**src/rtl/button_light_ctrl.sv**
```systemverilog
// Push-button light controller. The raw button goes through a two-flop
// synchronizer and a four-state debouncer. Each accepted press toggles the
// light, and an optional timer turns the light off automatically.
// force_off overrides everything else on the light path.
module button_light_ctrl #(
    parameter int DB_CYCLES      = 4,
    parameter int TIMEOUT_CYCLES = 0
) (
    input  logic clk,
    input  logic rst_n,
    input  logic btn,
    input  logic force_off,
    output logic light,
    output logic btn_db,
    output logic press_pulse,
    output logic timeout_pulse
);

    localparam int              CW       = $clog2(DB_CYCLES + 1);
    localparam logic [CW-1:0]   CNT_ONE  = CW'(1);
    localparam logic [CW-1:0]   CNT_LAST = CW'(DB_CYCLES - 1);
    localparam logic [23:0]     TMR_LAST = 24'(TIMEOUT_CYCLES - 1);
    localparam bit              TMR_EN   = (TIMEOUT_CYCLES != 0);

    typedef enum logic [1:0] {
        STABLE_LO = 2'd0,
        WAIT_HI   = 2'd1,
        STABLE_HI = 2'd2,
        WAIT_LO   = 2'd3
    } db_state_t;

    db_state_t      state, state_nxt;
    logic [CW-1:0]  cnt, cnt_nxt;
    logic           s1, s2;
    logic           rise;
    logic           expire;
    logic [23:0]    tmr;

    // Two-flop synchronizer for the asynchronous button level.
    always_ff @(posedge clk or negedge rst_n) begin
        if (!rst_n) begin
            s1 <= 1'b0;
            s2 <= 1'b0;
        end else begin
            s1 <= btn;
            s2 <= s1;
        end
    end

    // Debouncer state and persistence counter.
    always_ff @(posedge clk or negedge rst_n) begin
        if (!rst_n) begin
            state <= STABLE_LO;
            cnt   <= '0;
        end else begin
            state <= state_nxt;
            cnt   <= cnt_nxt;
        end
    end

    // Debouncer next state: a change must persist DB_CYCLES samples.
    // Reverting to the stable level while waiting drops back silently.
    always_comb begin
        state_nxt = state;
        cnt_nxt   = cnt;
        rise      = 1'b0;
        case (state)
            STABLE_LO: begin
                if (s2) begin
                    state_nxt = WAIT_HI;
                    cnt_nxt   = CNT_ONE;
                end
            end
            WAIT_HI: begin
                if (!s2) begin
                    state_nxt = STABLE_LO;
                    cnt_nxt   = '0;
                end else if (cnt == CNT_LAST) begin
                    state_nxt = STABLE_HI;
                    cnt_nxt   = '0;
                    rise      = 1'b1;
                end else begin
                    cnt_nxt   = cnt + CNT_ONE;
                end
            end
            STABLE_HI: begin
                if (!s2) begin
                    state_nxt = WAIT_LO;
                    cnt_nxt   = CNT_ONE;
                end
            end
            WAIT_LO: begin
                if (s2) begin
                    state_nxt = STABLE_HI;
                    cnt_nxt   = '0;
                end else if (cnt == CNT_LAST) begin
                    state_nxt = STABLE_LO;
                    cnt_nxt   = '0;
                end else begin
                    cnt_nxt   = cnt + CNT_ONE;
                end
            end
            default: begin
                state_nxt = STABLE_LO;
                cnt_nxt   = '0;
            end
        endcase
    end

    // The timer sits at TIMEOUT_CYCLES-1 on the edge that ends the on-period.
    assign expire = TMR_EN && light && (tmr == TMR_LAST);

    // Light, timer and strobes. Priority: force_off, then press, then timeout.
    always_ff @(posedge clk or negedge rst_n) begin
        if (!rst_n) begin
            light         <= 1'b0;
            tmr           <= '0;
            btn_db        <= 1'b0;
            press_pulse   <= 1'b0;
            timeout_pulse <= 1'b0;
        end else begin
            btn_db        <= (state_nxt == STABLE_HI) || (state_nxt == WAIT_LO);
            press_pulse   <= rise;
            timeout_pulse <= 1'b0;
            if (force_off) begin
                light <= 1'b0;
                tmr   <= '0;
            end else if (rise) begin
                light <= ~light;
                tmr   <= '0;
            end else if (expire) begin
                light         <= 1'b0;
                tmr           <= '0;
                timeout_pulse <= 1'b1;
            end else if (light) begin
                tmr <= tmr + 24'd1;
            end else begin
                tmr <= '0;
            end
        end
    end

endmodule

```
**config.mk**
```make
export PLATFORM = sky130hd
export DESIGN_NAME = button_light_ctrl
export DESIGN_NICKNAME = d
export VERILOG_FILES = /design/src/rtl/button_light_ctrl.sv
export SDC_FILE = /design/constraint.sdc
export NUM_CORES = 1
export LEC_CHECK = 0
export CAP_MARGIN = 30
export CORE_AREA = 2 2 39 41
export CTS_CLUSTER_SIZE = 28
export DETAILED_ROUTE_END_ITERATION = 8
export DIE_AREA = 0 0 41 43
export GPL_TIMING_DRIVEN = 0
export PLACE_DENSITY = 0.62
export SYNTH_ARGS = -nofsm -noshare
export SYNTH_HDL_FRONTEND = slang
export SYNTH_SLANG_ARGS = --single-unit
```
**constraint.sdc**
```tcl
create_clock -name clk -period 2.7 [get_ports clk]
set_input_delay 0.675 -clock clk [delete_from_list [all_inputs] [get_ports clk]]
set_output_delay 0.675 -clock clk [all_outputs]
set_load 0.02 [all_outputs]
```
Word level (Yosys, flattened, before mapping)
Index checks and enable logic that the tools add are counted.
{ "totals": {"register_bits": 10} }
{ "op_classes": {"addsub": 1, "n_bitwise": 1, "eq_ne": 8, "n_reduce_logical": 4, "n_mux": 18} }
{ "op_table": {"columns": ["op", "count"], "rows": [
  ["2-to-1 mux 3 bit", 5],
  ["2-to-1 mux 2 bit", 6],
  ["case mux 3 bit (4 select lines)", 1],
  ["== test 2 bit, second input constant", 4],
  ["case mux 2 bit (4 select lines)", 1],
  ["2-to-1 mux 1 bit", 5],
  ["inequality test 2 bit, second input constant", 2],
  ["adder 3 x 1 -> 3 bit, second input constant", 1],
  ["== test 3 x 2 -> 1 bit, second input constant", 1],
  ["== test 2 x 1 -> 1 bit, second input constant", 1],
  ["zero test 2 bit", 1],
  ["AND reduction 2 bit", 1],
  ["nonzero test 2 bit", 1],
  ["logical OR 1 bit", 1],
  ["NOT 1 bit", 1]
]} }

Depth between registers and ports, before layout
Gate-level depths: netlist (run 1).
{ "depth": {"ltp_word": 6, "depth_mapped": 4, "mapped_depth_nobuf": 4} }

Least setup slack after synthesis (run 1)
No wires, ideal clock.
{ "synth_timing": {"path_kind": "reg-to-reg", "from": "register cnt[0]", "to": "register light", "synth_period_minus_slack_ps": 1294, "setup_slack_ps": 1406, "setup_ps": 128, "arrival_time_ps": 1167, "stages_incl_launch_ff": 5, "n_path_buf": 0, "path_cell_list": "dfrtp_1 -> ha_1 -> nand3b_2 -> nor3b_4 -> mux2_1"} }
{ "synth_via": {"elab_chain_len": 5} }
{ "synth_lines": {"columns": ["element", "line", "rtl"], "rows": [
  ["start: declaration", "33", "logic [CW-1:0] cnt, cnt_nxt;"],
  ["start signal: assignment", "57", "cnt <= cnt_nxt;"],
  ["== test 3 x 2 -> 1 bit", "78", "end else if (cnt == CNT_LAST) begin"],
  ["2-to-1 mux 1 bit", "78", null],
  ["2-to-1 mux 1 bit", "75", "if (!s2) begin"],
  ["2-to-1 mux 1 bit", "67", "case (state)"],
  ["net rise", "35", "logic rise;"],
  ["nonzero test 2 bit (no source line)", null, null],
  ["end signal: assignment", "129", "light <= ~light;"],
  ["end: declaration", "13", "output logic light,"]
]} }
The timed path passes the listed nets, and every way through them passes these cells.
A chain may end at the register's enable or synchronous reset.

Worst setup path in the final report (run 1)
{ "layout_timing": {"from": "register light", "to": "output light"} }
No word-level cell between the ends.

==> flow_summary.toml, run 1 <==
[outcome]
status = "completed"

[floorplanning]
num_rows = 14
die_w_um = 41
pin_count = 8
initial_core_util_pct = 30.7
core_mm2 = 0.00138
dieArea_mm2 = 0.00176
dieHeight_um = 43

[critical_path]
crit_path_max_fanout = 3
crit_family = "buffers and inverters"
path_buf_inv = 1
r2r_end = "light"
crit_required_ns = 2.03
cp_data_arrival_time_ns = 1.23
cp-end-kind = "primary output"
crit_chain = "clkdlybuf4s50_1"
slowest_delay_ns = 0.61
reg2reg_depth = 4
r2r-start = "cnt[0]"
path_class = "reg -> out"
reg2reg_slack_ns = 1.31
worst_path_max_delay_cell = "clkdlybuf4s50_1"
startpoint_type = "register"

[synthesis]
ys_ff_latch = 10
synth_adder_area_share_pct = 2.94
synth-xor-area-share_pct = 4.12
synth_common_cells = "10 x dfrtp_1, 3 x mux2_1"
syn-instance-count = 32
synth.most_common_cell = "dfrtp_1"
synth_mux_area_share_pct = 7.94
syn_nets = 37
synth_warnings = 0
synth-edff-count = 0
ys.flop_type = "dfrtp_1"
synth_area_um2 = 425
synthTopCellsByArea = "dfrtp_1 59%, mux2_1 7.9%, nor3b_4 4.4%"
synth_top_family_by_area = "simple AND/OR/NAND/NOR gates"
synth_cell_type_count = 17
synth_top_area_share_pct = 58.8
synth-async-reset-ratio_pct = 100
synth-seq-area-share_pct = 58.8
yosysTopAreaCell = "dfrtp_1"
syn_avg_cell_area_um2 = 13.3
synth_compound_area_share_pct = 7.06
synth-simple-area-share_pct = 16.5

[run]
maxCapViolations = 0

[sta]
worst_clock_skew_ns = 0.00526
hold_viol = 0
fmax_ghz = 0.525
period_share_pct = 70.6
min_period_ns = 1.91
finalSetupTns_ns = 0
setup_viol = 0
rsz0062_at_grt = "no"
hold_slack_ns = 0.358
slew_violations = 0

[clock_tree]
cts_max_level = 1
cts_made_buffers = 3
clock-sinks = 10
clockBufferDepth = 2
cts-root-buf = "clkbuf_4"
clkTransAtPathRegs_ns = 0.06
cts_tree = "built"
worstSkewPairLatency_ns = 0.27
ctsResizeCount = 0
cts_hold_buf = 0
postCtsSetupRepairBufs = 0

[hold_path]
worstHoldStart = "s1"
min_to = "s2"
min_path_type = "reg -> reg"
whs_path_depth = 0

[drt]
wire_per_inst_um = 11.5
via_per_inst = 4.78
num_vias = 277
drc_errors = 0
postRouteAntennaNets = 0
drtPass1Iterations = 4
routed_wl_um = 667
detail_route.iter0.violations = 8

[place]
gp_congestion = 0.705
place_hpwl_um = 505
port_buffers = 6

[pwr]
power_density_mw_per_mm2 = 925
leakagePower_nw = 0.239
ir_drop_uv = 326

[global_routing]
grt_max_degree = 11
grt_pass1_wl_um = 1090
grt_remaining_overflow = 0
grt_usage_pct = 10.2
grt_pass1_vias = 268
antenna_found_initial = 0

[cells_and_area]
finalNetCount = 48
final-seq-area_um2 = 250
n_antenna_cell = 0
area_growth_pct = 27.4
drive_gt1_share_pct = 16.7
fill_cells = 129
multi_input_area_um2 = 168
[logic make-up (layout without fill, tap and decap cells)]
logic type	after synthesis	in the layout
buffers and inverters	1	11
AND/OR/NAND/NOR	9	9
flip-flops	10	10
adder cells (fa/ha/maj)	1	1
XOR/XNOR	2	2
AO/OA/AOI/OAI	5	5
multiplexers	3	3
other	1	1
[power by group]
| part | switching [W] | internal, W | leakage (nW) | total, W |
|---|---|---|---|---|
| Combinational | 0.0000669 | 0.0000702 | 0.0926 | 0.000137 |
| Sequential | 0.0000412 | 0.000188 | 0.126 | 0.000229 |
| Clock | 0.0000529 | 0.0000818 | 0.0210 | 0.000135 |
| Total | 0.000161 | 0.000340 | 0.239 | 0.000501 |
[per-stage QoR]
stage	cell area (µm²)	cells	total power, W	worst slack [ns]	utilization, %
5_1_grt	542	58	0.000535	0.732	39.2
4_1_cts	542	58	0.000508	0.770	39.2
2_1_floorplan	425	32	0.000320	1.41	-
3_3_place_gp	505	54	0.000357	1.08	36.5
6_report	542	58	0.000501	0.794	39.2
3_5_place_dp	505	54	0.000371	1.07	36.5
[placed cells by master, fill, tap and decap left out, types with 2 or more instances in the layout]
cell type and instances:
dfrtp_1 10, clkdlybuf4s50_1 6, mux2_1 3, clkbuf_4 3
nor2b_1 2, o21ai_0 2, o21a_1 2, nor2_1 2
[flip-flops by register name (all words and copies together) (netlist names)]
name and count:
s2 1, btn_db 1, press_pulse 1, state 2, s1 1, cnt 3
light 1
[cell type report]
class                   count  area share [%]
clock buffers               4            6.70
repair buffers              6            11.1
plain buffers               1            1.39
flip-flops and latches     10            46.2
well taps                  16            3.70
multi-input cells          21            30.9
[metal layers]
layer | track usage (%) | routed length [µm]
met1 | 10.8 | 268
met2 | 14.7 | 336
met3 | 4.71 | 47
met4 | 8.00 | 14
met5 | 0 | 0
[how the worst max path moves through the flow]
stage | from | to | slack [ns] | cells after the start
after global placement | light | light | 1.08 | 1
after CTS | light | light | 0.77 | 1
after global routing | light | light | 0.73 | 1
final | light | light | 0.79 | 1
after floorplan | cnt[0] | light | 1.41 | 4
after detailed placement | light | light | 1.07 | 1
Power figures use the tool's default switching activity.
==> run 2: changes to the inputs <==
--- a/config.mk
+++ b/config.mk
@@ -11,7 +11,7 @@
 export DETAILED_ROUTE_END_ITERATION = 8
 export DIE_AREA = 0 0 41 43
 export GPL_TIMING_DRIVEN = 0
-export PLACE_DENSITY = 0.62
+export PLACE_DENSITY = 0.64
 export SYNTH_ARGS = -nofsm -noshare
 export SYNTH_HDL_FRONTEND = slang
 export SYNTH_SLANG_ARGS = --single-unit
==> constraint.sdc (replaced) <==
create_clock -name clk -period 1.6 [get_ports clk]
set_input_delay 0.4 -clock clk [delete_from_list [all_inputs] [get_ports clk]]
set_output_delay 0.4 -clock clk [all_outputs]
set_load 0.02 [all_outputs]
==> flow_summary.toml, run 2 (synthesis results as in run 1) <==
[run]
maxCapViolations = 0

[drt]
via_per_inst = 4.40
postRouteAntennaNets = 0
detail_route.iter0.violations = 4
drtPass1Iterations = 2
wire_per_inst_um = 11.2
num_vias = 255
drc_errors = 0
routed_wl_um = 647

[critical_path]
cp_data_arrival_time_ns = 1.54
crit_path_max_fanout = 3
reg2reg_slack_ns = 0.21
crit_required_ns = 1.75
path_class = "reg -> reg"
cp-end-kind = "register"
startpoint_type = "register"

[pwr]
clkPwrFrac_pct = 26.9
seqPwrFrac_pct = 46.9
p_switching_w = 0.000269
leakagePower_nw = 0.265
internal-power_w = 0.000563
swShare_pct = 32.3
power_density_mw_per_mm2 = 1540
combPwrFrac_pct = 26.2
ir_drop_uv = 575

[global_routing]
grt_max_degree = 11
antenna_found_initial = 0
grt_usage_pct = 8.99
grt_pass1_wl_um = 979
grt_remaining_overflow = 0
grt_pass1_vias = 227

[cells_and_area]
final-seq-area_um2 = 250
area_growth_pct = 27.4
fill_cells = 144
final_common_cell = "dfrtp_1"
largest_reg_flops = 3
n_antenna_cell = 0
layout_common_cells = "10 x dfrtp_1, 3 x mux2_1, 3 x clkbuf_4, 3 x clkdlybuf4s50_1"
multi_input_area_um2 = 168
finalNonFillerCells = 58
regMostFlops = "cnt"
finalNetCount = 48
top_regs = "cnt x3, state x2"
drive_gt1_share_pct = 16.7

[clock_tree]
cts_max_level = 1
clkTransAtPathRegs_ns = 0.07
clockBufferDepth = 2
cts_tree = "built"
cts-root-buf = "clkbuf_4"
cts_made_buffers = 3
worstSkewPairLatency_ns = 0.26
clock-sinks = 10

[sta]
finalSetupTns_ns = 0
setup_viol = 0
slew_violations = 0
rsz0062_at_grt = "no"
worst_clock_skew_ns = 0.00146
hold_viol = 0
min_period_ns = 1.39
fmax_ghz = 0.720
period_share_pct = 86.9

[place]
port_buffers = 6
gp_congestion = 0.683
dp_cells = 54

[floorplanning]
num_rows = 14
dieArea_mm2 = 0.00176
pin_count = 8
core_mm2 = 0.00138
dieHeight_um = 43
initial_core_util_pct = 30.7
die_w_um = 41

[hold_path]
min_path_type = "reg -> reg"

[outcome]
status = "completed"
run 2: metal layers:
| metal | wire length [µm] | track usage (%) |
|---|---|---|
| met3 | 25 | 3.14 |
| met2 | 313 | 11.3 |
| met5 | 0 | 0 |
| met1 | 308 | 11.6 |
| met4 | 0 | 8.00 |
run 2: worst max-delay path, cell delays in order, from the launching register on:
cell and delay [ns]:
dfrtp_1 0.37, ha_1 0.21, nand3b_2 0.15, nor3b_4 0.21, mux2_1 0.33
run 2: worst paths after layout:
| check | cells past startpoint | endpoint | startpoint |
|---|---|---|---|
| max in group asynchronous | 1 | cnt[0] | rst_n |
| setup / recovery | 4 | light | cnt[0] |
| hold / removal | 0 | s2 | s1 |
| min in group asynchronous | 1 | state[1] | rst_n |
| setup reg to reg | 4 | light | cnt[0] |
| hold reg to reg | 0 | s2 | s1 |
run 2: timing repair:
action	in CTS	in global routing
setup endpoints to repair	2	1
hold buffers	0	0
buffers inserted	0	0
cloned	0	0
resized for setup	2	1
pin swaps	0	0
run 2: final cells by class:
cell class / instances / area share [%]
flip-flops and latches: 10 / 46.2
multi-input cells: 21 / 30.9
repair buffers: 6 / 11.1
clock buffers: 4 / 6.70
well taps: 16 / 3.70
plain buffers: 1 / 1.39
run 2: power groups by stage:
stage | clock network, W | logic (W) | registers [W]
2_1_floorplan | 0 | 0.000141 | 0.000399
3_3_place_gp | 0 | 0.000221 | 0.000387
3_5_place_dp | 0 | 0.000235 | 0.000395
4_1_cts | 0.000230 | 0.000222 | 0.000389
5_1_grt | 0.000244 | 0.000239 | 0.000397
6_report | 0.000224 | 0.000218 | 0.000390
run 2: metrics by stage:
stage	setup slack (ns)	util [%]	total power, W	area (µm²)	hold slack [ns]
2_1_floorplan	0.306	-	0.000540	425	0.104
3_3_place_gp	0.223	36.5	0.000609	505	0.340
3_5_place_dp	0.212	36.5	0.000630	505	0.343
4_1_cts	0.0177	39.0	0.000842	539	0.359
5_1_grt	0.143	39.2	0.000880	542	0.370
6_report	0.210	39.2	0.000832	542	0.356
